## config.mk

```make
export PLATFORM = sky130hd
export DESIGN_NAME = uart_phy
export DESIGN_NICKNAME = d
export VERILOG_FILES = /design/src/rtl/uart_pkg.sv /design/src/rtl/uart_baud_cnt.sv /design/src/rtl/uart_phy.sv
export SDC_FILE = /design/constraint.sdc
export NUM_CORES = 1
export LEC_CHECK = 0
export ABC_AREA = 1
export CORE_MARGIN = 2
export CORE_UTILIZATION = 56
export DETAILED_ROUTE_END_ITERATION = 10
export GPL_TIMING_DRIVEN = 0
export PLACE_DENSITY = 0.79
export SLEW_MARGIN = 10
export SYNTH_ARGS = -nofsm -noshare
export SYNTH_HDL_FRONTEND = slang
export SYNTH_SLANG_ARGS = --single-unit
export TNS_END_PERCENT = 30
```

## constraint.sdc

```tcl
create_clock -name clk -period 2 [get_ports clk]
set_input_delay 0.3 -clock clk [delete_from_list [all_inputs] [get_ports clk]]
set_output_delay 0.3 -clock clk [all_outputs]
set_load 0.02 [all_outputs]
```

## src/rtl/uart_pkg.sv

```systemverilog
// Shared types and constants for the UART serial line engine.
package uart_pkg;

    typedef enum logic [1:0] {
        IDLE,
        START,
        DATA,
        STOP
    } uart_state_t;

    localparam int UART_DATA_BITS = 8;
    localparam int UART_BIT_CNT_W = $clog2(UART_DATA_BITS);

endpackage

```

## src/rtl/uart_baud_cnt.sv

```systemverilog
// Baud-rate counter: counts 0..CLKS_PER_BIT-1 while enabled, flags the last
// cycle of a bit period (full_tick) and the last cycle of its first half (half_tick).
module uart_baud_cnt #(
    parameter int CLKS_PER_BIT = 868
) (
    input  logic clk,
    input  logic rst,
    input  logic clr,
    input  logic en,
    output logic full_tick,
    output logic half_tick
);

    localparam int CW = $clog2(CLKS_PER_BIT);
    localparam logic [CW-1:0] FULL_LAST = CW'(CLKS_PER_BIT - 1);
    localparam logic [CW-1:0] HALF_LAST = CW'(CLKS_PER_BIT / 2 - 1);

    logic [CW-1:0] cnt_q;
    logic [CW-1:0] cnt_d;

    always_comb begin
        full_tick = en && (cnt_q == FULL_LAST);
        half_tick = en && (cnt_q == HALF_LAST);
        cnt_d     = cnt_q;
        if (clr) begin
            cnt_d = '0;
        end else if (en) begin
            cnt_d = full_tick ? '0 : cnt_q + 1'b1;
        end
    end

    always_ff @(posedge clk) begin
        if (rst) begin
            cnt_q <= '0;
        end else begin
            cnt_q <= cnt_d;
        end
    end

endmodule

```

## src/rtl/uart_phy.sv

```systemverilog
// 8N1 UART line engine: byte-wide valid/ready on the bridge side, serial
// TX/RX on the line side, each direction with its own baud counter.
module uart_phy
    import uart_pkg::*;
#(
    parameter int CLKS_PER_BIT = 868,
    parameter int SYNC_STAGES  = 2
) (
    input  logic                      clk,
    input  logic                      rst,
    input  logic                      tx_valid,
    output logic                      tx_ready,
    input  logic [UART_DATA_BITS-1:0] tx_data,
    output logic                      rx_valid,
    input  logic                      rx_ready,
    output logic [UART_DATA_BITS-1:0] rx_data,
    output logic                      uart_txd,
    input  logic                      uart_rxd,
    output logic                      rx_frame_err,
    output logic                      rx_overrun,
    output uart_state_t               dbg_tx_state,
    output uart_state_t               dbg_rx_state
);

    // Handshakes: a byte moves on any rising clk edge where valid && ready are
    // both 1; valid, once raised, holds with stable data until that edge.
    localparam logic [UART_BIT_CNT_W-1:0] BIT_LAST = UART_BIT_CNT_W'(UART_DATA_BITS - 1);

    uart_state_t                 tx_state_q, tx_state_d;
    logic [UART_DATA_BITS-1:0]   tx_shift_q, tx_shift_d;
    logic [UART_BIT_CNT_W-1:0]   tx_bit_q, tx_bit_d;
    logic                        tx_ready_q, tx_ready_d;
    logic                        txd_q, txd_d;
    logic                        tx_clr, tx_en, tx_full, tx_half_unused;

    uart_state_t                 rx_state_q, rx_state_d;
    logic [UART_DATA_BITS-1:0]   rx_shift_q, rx_shift_d;
    logic [UART_BIT_CNT_W-1:0]   rx_bit_q, rx_bit_d;
    logic                        rx_valid_q, rx_valid_d;
    logic [UART_DATA_BITS-1:0]   rx_data_q, rx_data_d;
    logic                        rx_ferr_q, rx_ferr_d;
    logic                        rx_ovr_q, rx_ovr_d;
    logic                        rx_clr, rx_en, rx_full, rx_half;
    logic [SYNC_STAGES-1:0]      sync_q, sync_d;
    logic                        rxs, rxs_prev_q;

    uart_baud_cnt #(.CLKS_PER_BIT(CLKS_PER_BIT)) u_tx_baud (
        .clk       (clk),
        .rst       (rst),
        .clr       (tx_clr),
        .en        (tx_en),
        .full_tick (tx_full),
        .half_tick (tx_half_unused)
    );

    uart_baud_cnt #(.CLKS_PER_BIT(CLKS_PER_BIT)) u_rx_baud (
        .clk       (clk),
        .rst       (rst),
        .clr       (rx_clr),
        .en        (rx_en),
        .full_tick (rx_full),
        .half_tick (rx_half)
    );

    // uart_txd is registered, so each bit value is loaded one cycle ahead of its period.
    always_comb begin
        tx_state_d = tx_state_q;
        tx_shift_d = tx_shift_q;
        tx_bit_d   = tx_bit_q;
        tx_ready_d = tx_ready_q;
        txd_d      = txd_q;
        tx_clr     = 1'b0;
        tx_en      = (tx_state_q != IDLE);
        case (tx_state_q)
            IDLE: begin
                if (tx_valid && tx_ready_q) begin
                    tx_shift_d = tx_data;
                    tx_bit_d   = '0;
                    tx_clr     = 1'b1;
                    txd_d      = 1'b0;
                    tx_ready_d = 1'b0;
                    tx_state_d = START;
                end
            end
            START: begin
                if (tx_full) begin
                    txd_d      = tx_shift_q[0];
                    tx_state_d = DATA;
                end
            end
            DATA: begin
                if (tx_full) begin
                    if (tx_bit_q == BIT_LAST) begin
                        txd_d      = 1'b1;
                        tx_state_d = STOP;
                    end else begin
                        tx_shift_d = tx_shift_q >> 1;
                        txd_d      = tx_shift_q[1];
                        tx_bit_d   = tx_bit_q + 1'b1;
                    end
                end
            end
            STOP: begin
                if (tx_full) begin
                    tx_ready_d = 1'b1;
                    tx_state_d = IDLE;
                end
            end
            default: begin
                tx_state_d = IDLE;
            end
        endcase
    end

    assign sync_d = {sync_q[SYNC_STAGES-2:0], uart_rxd};
    assign rxs    = sync_q[SYNC_STAGES-1];

    always_comb begin
        rx_state_d = rx_state_q;
        rx_shift_d = rx_shift_q;
        rx_bit_d   = rx_bit_q;
        rx_valid_d = rx_valid_q && !rx_ready;
        rx_data_d  = rx_data_q;
        rx_ferr_d  = 1'b0;
        rx_ovr_d   = 1'b0;
        rx_clr     = 1'b0;
        rx_en      = (rx_state_q != IDLE);
        case (rx_state_q)
            IDLE: begin
                if (rxs_prev_q && !rxs) begin
                    rx_clr     = 1'b1;
                    rx_bit_d   = '0;
                    rx_state_d = START;
                end
            end
            START: begin
                // Re-check the line half a bit in; a high level means a glitch.
                if (rx_half) begin
                    if (!rxs) begin
                        rx_clr     = 1'b1;
                        rx_state_d = DATA;
                    end else begin
                        rx_state_d = IDLE;
                    end
                end
            end
            DATA: begin
                if (rx_full) begin
                    rx_shift_d = {rxs, rx_shift_q[UART_DATA_BITS-1:1]};
                    rx_bit_d   = rx_bit_q + 1'b1;
                    if (rx_bit_q == BIT_LAST) begin
                        rx_state_d = STOP;
                    end
                end
            end
            STOP: begin
                if (rx_full) begin
                    rx_state_d = IDLE;
                    if (!rxs) begin
                        rx_ferr_d = 1'b1;
                    end else if (rx_valid_q && !rx_ready) begin
                        rx_ovr_d = 1'b1;
                    end else begin
                        rx_valid_d = 1'b1;
                        rx_data_d  = rx_shift_q;
                    end
                end
            end
            default: begin
                rx_state_d = IDLE;
            end
        endcase
    end

    always_ff @(posedge clk) begin
        if (rst) begin
            tx_state_q <= IDLE;
            tx_shift_q <= '0;
            tx_bit_q   <= '0;
            tx_ready_q <= 1'b1;
            txd_q      <= 1'b1;
            rx_state_q <= IDLE;
            rx_shift_q <= '0;
            rx_bit_q   <= '0;
            rx_valid_q <= 1'b0;
            rx_data_q  <= '0;
            rx_ferr_q  <= 1'b0;
            rx_ovr_q   <= 1'b0;
            sync_q     <= '1;
            rxs_prev_q <= 1'b1;
        end else begin
            tx_state_q <= tx_state_d;
            tx_shift_q <= tx_shift_d;
            tx_bit_q   <= tx_bit_d;
            tx_ready_q <= tx_ready_d;
            txd_q      <= txd_d;
            rx_state_q <= rx_state_d;
            rx_shift_q <= rx_shift_d;
            rx_bit_q   <= rx_bit_d;
            rx_valid_q <= rx_valid_d;
            rx_data_q  <= rx_data_d;
            rx_ferr_q  <= rx_ferr_d;
            rx_ovr_q   <= rx_ovr_d;
            sync_q     <= sync_d;
            rxs_prev_q <= rxs;
        end
    end

    assign tx_ready     = tx_ready_q;
    assign uart_txd     = txd_q;
    assign rx_valid     = rx_valid_q;
    assign rx_data      = rx_data_q;
    assign rx_frame_err = rx_ferr_q;
    assign rx_overrun   = rx_ovr_q;
    assign dbg_tx_state = tx_state_q;
    assign dbg_rx_state = rx_state_q;

endmodule

```

==> impl_metrics.yaml <==
run_status:
  status: "finished, final reports clean"
timing:
  fmax_mhz: 546
  slew_headroom: 0.674
  fin_skew_ns: 0.00684
  tns_ns: 0
  final-hold-violation-count: 0
  finalHoldWorstSlack_ns: 0.388
  grt_setup_unrepaired: "no"
  layout_setup_ws_ns: 0.170
  slew_viol_final: 0
  fin_crit_ns: 1.83
  worst_pin_slew_ns: 0.489
  min_period_over_period: 0.915
  finalSetupViolations: 0
placed_design:
  place_ws_ns: 0.112
  gp_congestion: 0.830
  dp_cells: 506
  dp_hpwl_um: 4410
  portBuffers: 28
global_route:
  antenna_found_initial: 0
  grt_max_degree: 12
  grt_overflow: 0
  grt_usage: 0.218
  grt_pass1_wl_um: 10700
  grt_pass1_vias: 2473
yosys:
  ys_seq_elements: 62
  synth_ff_type: "dfxtp_1"
  synthCells: 408
  synth_top_area_cell: "dfxtp_1"
  synth-edff-count: 0
  synth_top_area_frac: 0.411
  netlist_top_cells_count: "nand2_1, dfxtp_1, nor2_1, a21oi_1, inv_1"
  ys_types: 35
  syn_area_per_cell_um2: 7.40
  yosys-top-cells-area: "dfxtp_1, nand2_1, nor2_1"
  synth_most_common_cell: "nand2_1"
  synth-async-reset-ratio: 0
  ys_seq_area_frac: 0.411
  synth_nets: 433
  ys_warn_count: 0
  synth_area_um2: 3020
floorplan:
  die_y_um: 77.4
  fp.dieW_um: 77.4
  io_pins: 30
  coreArea_um2: 5140
  start_util: 0.587
  num_rows: 26
  die_area_um2: 5990
route:
  wl_per_cell_um: 11.9
  drc: 0
  ant_nets: 0
  viasPerCell: 5.23
  num_vias: 2731
  drt_first_pass_iters: 4
  wl_um: 6220
  drtIter0Drc: 144
setup_path:
  rr_startpoint: "dbg_tx_state[0]"
  worstPathRequired_ns: 1.70
  worst-setup-path-type: "reg2out"
  cp.arrival_ns: 1.53
  cp-end-kind: "output port"
  slowest_delay_ns: 0.67
  crit_family: "buffers and inverters"
  rr_worst_depth: 10
  worstPathCellList: "clkdlybuf4s50_1"
  cpMaxStageDelayCell: "clkdlybuf4s50_1"
  reg2reg_slack_ns: 0.21
  r2r-end: "tx_bit_q[0]"
  cp.depth: 1
  critPathBufInv: 1
  critPathMaxFanout: 7
  cp-start-kind: "flip-flop"
cells_and_area:
  antenna_cells: 0
  utilization: 0.705
  layout.nets: 472
  drive_above_1_share: 0.133
  final_cells: 522
  area_delta_synth_final_pct: 20.1
cts:
  clock-root-buffer: "clkbuf_8"
  clk_path_buf_depth: 2
  numClockSinks: 62
  cts_inserted_buffers: 9
  cts_tree: "done"
  clkTransAtPathRegs_ns: 0.07
  htree_levels: 3
  clock_latency_ns: 0.34
  cts_setup_buffers: 0
power:
  ir_drop_mv: 0.527
  p_leak_nw: 1.55
  powerDensity_nw_per_um2: 1090
hold_path:
  hold_start: "rst"
  whs_path_depth: 2
  hold_end: "rx_overrun"
  worst_hold_path_type: "in2reg"
run:
  maxCapViolCount: 0
## what timing repair did
item | CTS | global route
endpoints found under the hold margin | 0 | 0
hold buffers | 0 | 0
endpoints found under the setup margin | 0 | 15
gates resized for setup | 0 | 3
## per-layer routing
| layer | wire (um) | up-vias | GRT usage |
|---|---|---|---|
| met5 | 0 | - | 0 |
| met4 | 108 | 0 | 0.0982 |
| met3 | 255 | 10 | 0.0314 |
| met2 | 2890 | 66 | 0.357 |
| met1 | 2960 | 1236 | 0.286 |
| li1 | - | 1419 | - |
## sequential cells by signal, indices dropped and copies added, names as in the netlist, 2 cells and up, named ones only
signal,count
tx_shift_q,8
u_rx_baud.cnt_q,10
rx_bit_q,3
sync_q,2
u_tx_baud.cnt_q,10
rx_shift_q,8
tx_bit_q,3
dbg_tx_state,2
rx_data,8
## cell families after synthesis
| logic type | count (synthesis) | share of synthesized area |
|---|---|---|
| compound gates | 56 | 0.101 |
| xor+xnor | 7 | 0.0203 |
| fa+ha+maj | 12 | 0.0497 |
| buf+inv | 51 | 0.0725 |
| flops | 62 | 0.411 |
| simple gates | 220 | 0.345 |
## how the worst max path moves through the flow
stage / start / slack, ns / to
after floorplan: dbg_tx_state[0] / 0.21 / tx_bit_q[0]
after global placement: dbg_tx_state[0] / 0.14 / tx_shift_q[2]
after detailed placement: dbg_tx_state[0] / 0.11 / tx_bit_q[1]
after CTS: dbg_tx_state[0] / 0.09 / tx_bit_q[1]
after global routing: dbg_tx_state[0] / 0.04 / tx_bit_q[0]
final: dbg_rx_state[0] / 0.17 / dbg_rx_state[0]
## final cells by class
cell class / instances / area, um2
clock buffers: 11 / 151
repair buffers: 28 / 280
multi-input cells: 295 / 1560
flip-flops and latches: 62 / 1240
well taps: 70 / 87.6
inverters: 38 / 144
plain buffers: 13 / 75.1
clock inverters: 5 / 81.3
fillers: 467 / 1520
## report_power, final
group / total, mW / switching [mW] / internal (mW) / leakage (nW)
Combinational: 1.23 / 0.773 / 0.454 / 0.934
Clock: 1.26 / 0.494 / 0.769 / 0.116
Sequential: 1.47 / 0.101 / 1.37 / 0.504
Total: 3.96 / 1.37 / 2.59 / 1.55
## through the flow
stage          area, um2  total power [mW]
2_1_floorplan       3020              2.39
3_3_place_gp        3390              2.67
4_1_cts             3620              3.96
6_report            3620              3.96
3_5_place_dp        3390              2.69
5_1_grt             3620              4.21
## placed cells by master (no fill, tap or decap), types with 2 or more instances in the layout
master,instances
dfxtp_1,60
buf_2,3
nand3_1,17
buf_6,2
xor2_1,5
ha_1,11
nor2_1,54
a21oi_2,2
dfxtp_2,2
nor3_1,4
clkbuf_1,6
inv_1,29
bufinv_16,2
o21ai_0,10
clkdlybuf4s50_1,28
nand4_1,23
nor2_4,2
nand2_1,98
clkbuf_8,11
nand4_2,2
or2_2,2
inv_2,8
xnor2_1,2
buf_4,2
o21ai_1,12
nand2_4,2
nor3_2,2
clkinv_2,2
nand3_2,3
a21oi_1,29
nor2_2,6
(Power assumes the default switching activity.)
==> patch 1, RTL diff (config.mk and constraints unchanged) <==
Reset style: asynchronous (`rst`), changed in 2 clocked blocks.
--- a/src/rtl/uart_baud_cnt.sv
+++ b/src/rtl/uart_baud_cnt.sv
@@ -30,5 +30,5 @@
     end
 
-    always_ff @(posedge clk) begin
+    always_ff @(posedge clk or posedge rst) begin
         if (rst) begin
             cnt_q <= '0;
--- a/src/rtl/uart_phy.sv
+++ b/src/rtl/uart_phy.sv
@@ -173,5 +173,5 @@
     end
 
-    always_ff @(posedge clk) begin
+    always_ff @(posedge clk or posedge rst) begin
         if (rst) begin
             tx_state_q <= IDLE;
Formal check against the unedited RTL: differs if rst is asserted again (counterexample within 4 cycles, from zero or initial values and one cycle with rst high); with rst held inactive, the same outputs for 10 cycles.
==> patch 1 against the unedited design <==
Setup slack got worse by 62 ps. Critical path depth rose by 9. Final area rose by 2.9%. Wire length fell by 4.5%. Global-route usage fell by 0.56 points. Total power rose by 14%. Sequential cell count did not move. Synthesized area rose by 2.8%. Critical path type is now flop to flop. Critical endpoint is now u_tx_baud.cnt_q[7]$_DFFE_PP0P_.
==> patch 1: results (changes against the unedited design) <==
| Metric | Value |
|---|---|
| Hold path depth | 0 (-2) |
| Register area | 1560 um2 (+25%) |
| Nonclk inv count | 45 (+18%) |
| Multi-In Gates | 255 (-14%) |
| Ys async rst share | 100% (+100 points) |
| Worst-case clock skew | 8.54 ps (+1.70 ps) |
| Initial DRC Count | 169 (+17%) |
| Commonest register cell after synthesis | dfrtp_1 |
| Inst Count DP | 469 (-7.3%) |
| # clk buffers | 10 (-1) |
| Setup crit end | u_tx_baud.cnt_q[7]$_DFFE_PP0P_ |
| Multi-input gate share of total cell area | 36.3% (-6.8 points) |
| Met1 Use GR | 27.2% (-1.4 points) |
| Slowest cell on crit path | dfrtp_2 |
| Met1 WL | 2.77 mm (-6.5%) |
| Post-synthesis sequential area ratio | 50.2% (+9.1 points) |
| Clk cell area share | 5.98% (-0.45 points) |
| Synth top cells by count | nand2_1, dfrtp_1, inv_1 |
| Vias | 2503 (-8.3%) |
| Status | completed |
| Synth cell types | 31 (-11%) |
| Hpwl dp | 4.17 mm (-5.3%) |
| Worst-margin pin slew | 739 ps (+250 ps) |
| Syn nets | 393 (-9.2%) |
| Period utilization | 94.6% (+3.1 points) |
| Wire length on met3 | 175 um (-31%) |
| CP Max Fanout | 8 (+1) |
| Met2 Use GR | 35.0% (-0.74 points) |
| Detailed Routing Iterations Pass 1 | 5 (+1) |
| Hold_sp | sync_q[0]$_DFF_PP1_ |
-- patch 1: cell types whose count changed after synthesis, sizes merged, moves of 7 or more --
cell,unedited run,this run
nand4,25,5
dfrtp,0,57
nor2,63,35
a21oi,31,6
inv,37,44
dfxtp,62,0
o21ai,23,40
-- patch 1: where the power goes --
group	switching (uW)	internal (uW)	total (uW)	leakage, uW
clock network	504	731	1230	0.000108
registers	234	1520	1750	0.000814
logic	938	579	1520	0.000828
total	1680	2820	4500	0.00175
-- patch 1: cell families (layout without fill, tap and decap cells) --
logic type / after synthesis / count (layout) / share of synthesized area, %
XOR/XNOR: 6 / 6 / 1.69
AND/OR/NAND/NOR: 178 / 178 / 24.6
flip-flops: 62 / 62 / 50.2
AO/OA/AOI/OAI: 53 / 53 / 10.1
buffers and inverters: 51 / 96 / 6.62
adder cells (fa/ha/maj): 12 / 12 / 4.84
multiplexers: 6 / 6 / 1.94
==> patch 2, RTL diff (same flow settings) <==
Without the edit above. `UART_DATA_BITS`: 8 -> 16.
--- a/src/rtl/uart_pkg.sv
+++ b/src/rtl/uart_pkg.sv
@@ -9,5 +9,5 @@
     } uart_state_t;
 
-    localparam int UART_DATA_BITS = 8;
+    localparam int UART_DATA_BITS = 16;
     localparam int UART_BIT_CNT_W = $clog2(UART_DATA_BITS);
 
Ports: changed (resized rx_data and tx_data); port bits go from 30 to 46. The function was not compared with the original's and may differ.
==> patch 2 against the unedited design <==
Sequential cell count is 26 higher. Combinational power is 32% higher. Final cell count is 34% higher. Via count is 34% higher. Wire length is 40% higher. Final area is 34% higher. Setup slack worse by 53 ps. Synthesized area is 32% higher. Total power is 28% higher. Critical path type is now flop to flop. Highest routed layer unchanged.
==> patch 2: results (changes against the unedited design) <==
| Metric | Value |
|---|---|
| Wire length on met3 | 347 um (+36%) |
| Syn nets | 571 (+32%) |
| Post-synthesis sequential area ratio | 44.2% (+3.1 points) |
| Hpwl dp | 6.23 mm (+41%) |
| First-pass GRT wire length | 14.3 mm (+34%) |
| Synth top area cells | dfxtp_1, nand2_1, nor2_1, a21oi_1, o21ai_0 |
| Slew Limit Headroom | 65.3% (-2.1 points) |
| CTS resizes | 7 (+7) |
| Status | completed |
| Worst-case clock skew | 10.6 ps (+3.79 ps) |
| Vias in the first global route | 3258 (+32%) |
| Critical path arrival | 2130 ps (+600 ps) |
| GR Util met3 | 3.17% (+0.032 points) |
| CP Max Fanout | 10 (+3) |
| Pin count of the biggest net entering global routing | 15 (+3) |
| Worst slack, placed | -237 ps (-349 ps) |
| Max VDD drop | 589 uV (+12%) |
| Synth Warn # | 0 (unchanged) |
| Synth top cells by count | nand2_1, dfxtp_1, nor2_1 |
| Routability Congestion | 0.870 (+4.9%) |
| Synth Area per Inst | 7.38 um2 (-0.17%) |
| Hold Path Class | flop to flop |
| Synth cell types | 37 (+5.7%) |
| Buffers on Ports | 45 (+61%) |
| Filler cells | 594 (+27%) |
| Nets | 627 (+33%) |
| Met2 Use GR | 38.3% (+2.6 points) |
| Wirelength per Cell | 12.5 um (+5.0%) |
| Initial DRC Count | 204 (+42%) |
| H-tree depth | 3 (unchanged) |
| Inst Count DP | 681 (+35%) |
| Deepest clock path buffer count | 2 (unchanged) |
| DR WL met2 | 4.10 mm (+42%) |
| Tot GR Track Use | 23.0% (+1.2 points) |
| Met1 WL | 4.12 mm (+39%) |
| Vias per Instance | 5.26 (+0.62%) |
| Met1 Use GR | 30.4% (+1.8 points) |
| Detailed Routing Iterations Pass 1 | 5 (+1) |
| Layout cell share with drive strength beyond 1 | 9.98% (-3.3 points) |
| Pleak | 0.00191 uW (+23%) |
| Vias | 3669 (+34%) |
patch 2: worst max-delay path, cell delays in order, from the launching register on:
cell,delay (ps)
dfxtp_2,390
inv_1,90
ha_2,220
inv_2,120
nand2_1,80
inv_1,100
nand3_4,130
nand2_2,120
nand3_1,120
buf_4,200
o21ai_0,170
nor2_1,60
patch 2: area by class of cell:
type / instances / area, um2 / share of cell area (%)
repair buffers: 45 / 450 / 9.31
flip-flops and latches: 88 / 1770 / 36.6
multi-input cells: 388 / 1990 / 41.2
inverters: 41 / 156 / 3.23
well taps: 96 / 120 / 2.48
clock buffers: 11 / 151 / 3.13
plain buffers: 23 / 121 / 2.51
clock inverters: 5 / 78.8 / 1.63
patch 2: report_power, final:
part           switching, uW  total (uW)  internal (uW)
sequential               133        2080           1940
clock                    612        1380            770
combinational           1040        1620            581
total                   1780        5080           3290
patch 2: cell families (layout without fill, tap and decap cells):
logic type,after synthesis,count (layout),synth area share [%]
AOI/OAI and AO/OA,94,94,12.6
adders and majority gates,10,10,3.14
buffers and inverters,64,125,6.65
DFF,88,88,44.2
and+or+nand+nor,277,277,31.9
xor gates and xnor gates,7,7,1.54
patch 2: worst paths after layout:
path	from	slack, ps	to	depth (start not counted)
worst max-delay path	dbg_tx_state[1]$_SDFFE_PP0P_	120	tx_bit_q[1]$_SDFFE_PP0P_	11
worst min register to register	sync_q[0]$_SDFF_PP1_	420	sync_q[1]$_SDFF_PP1_	1
worst min-delay path	sync_q[0]$_SDFF_PP1_	420	sync_q[1]$_SDFF_PP1_	1
worst max register to register	dbg_tx_state[1]$_SDFFE_PP0P_	120	tx_bit_q[1]$_SDFFE_PP0P_	11
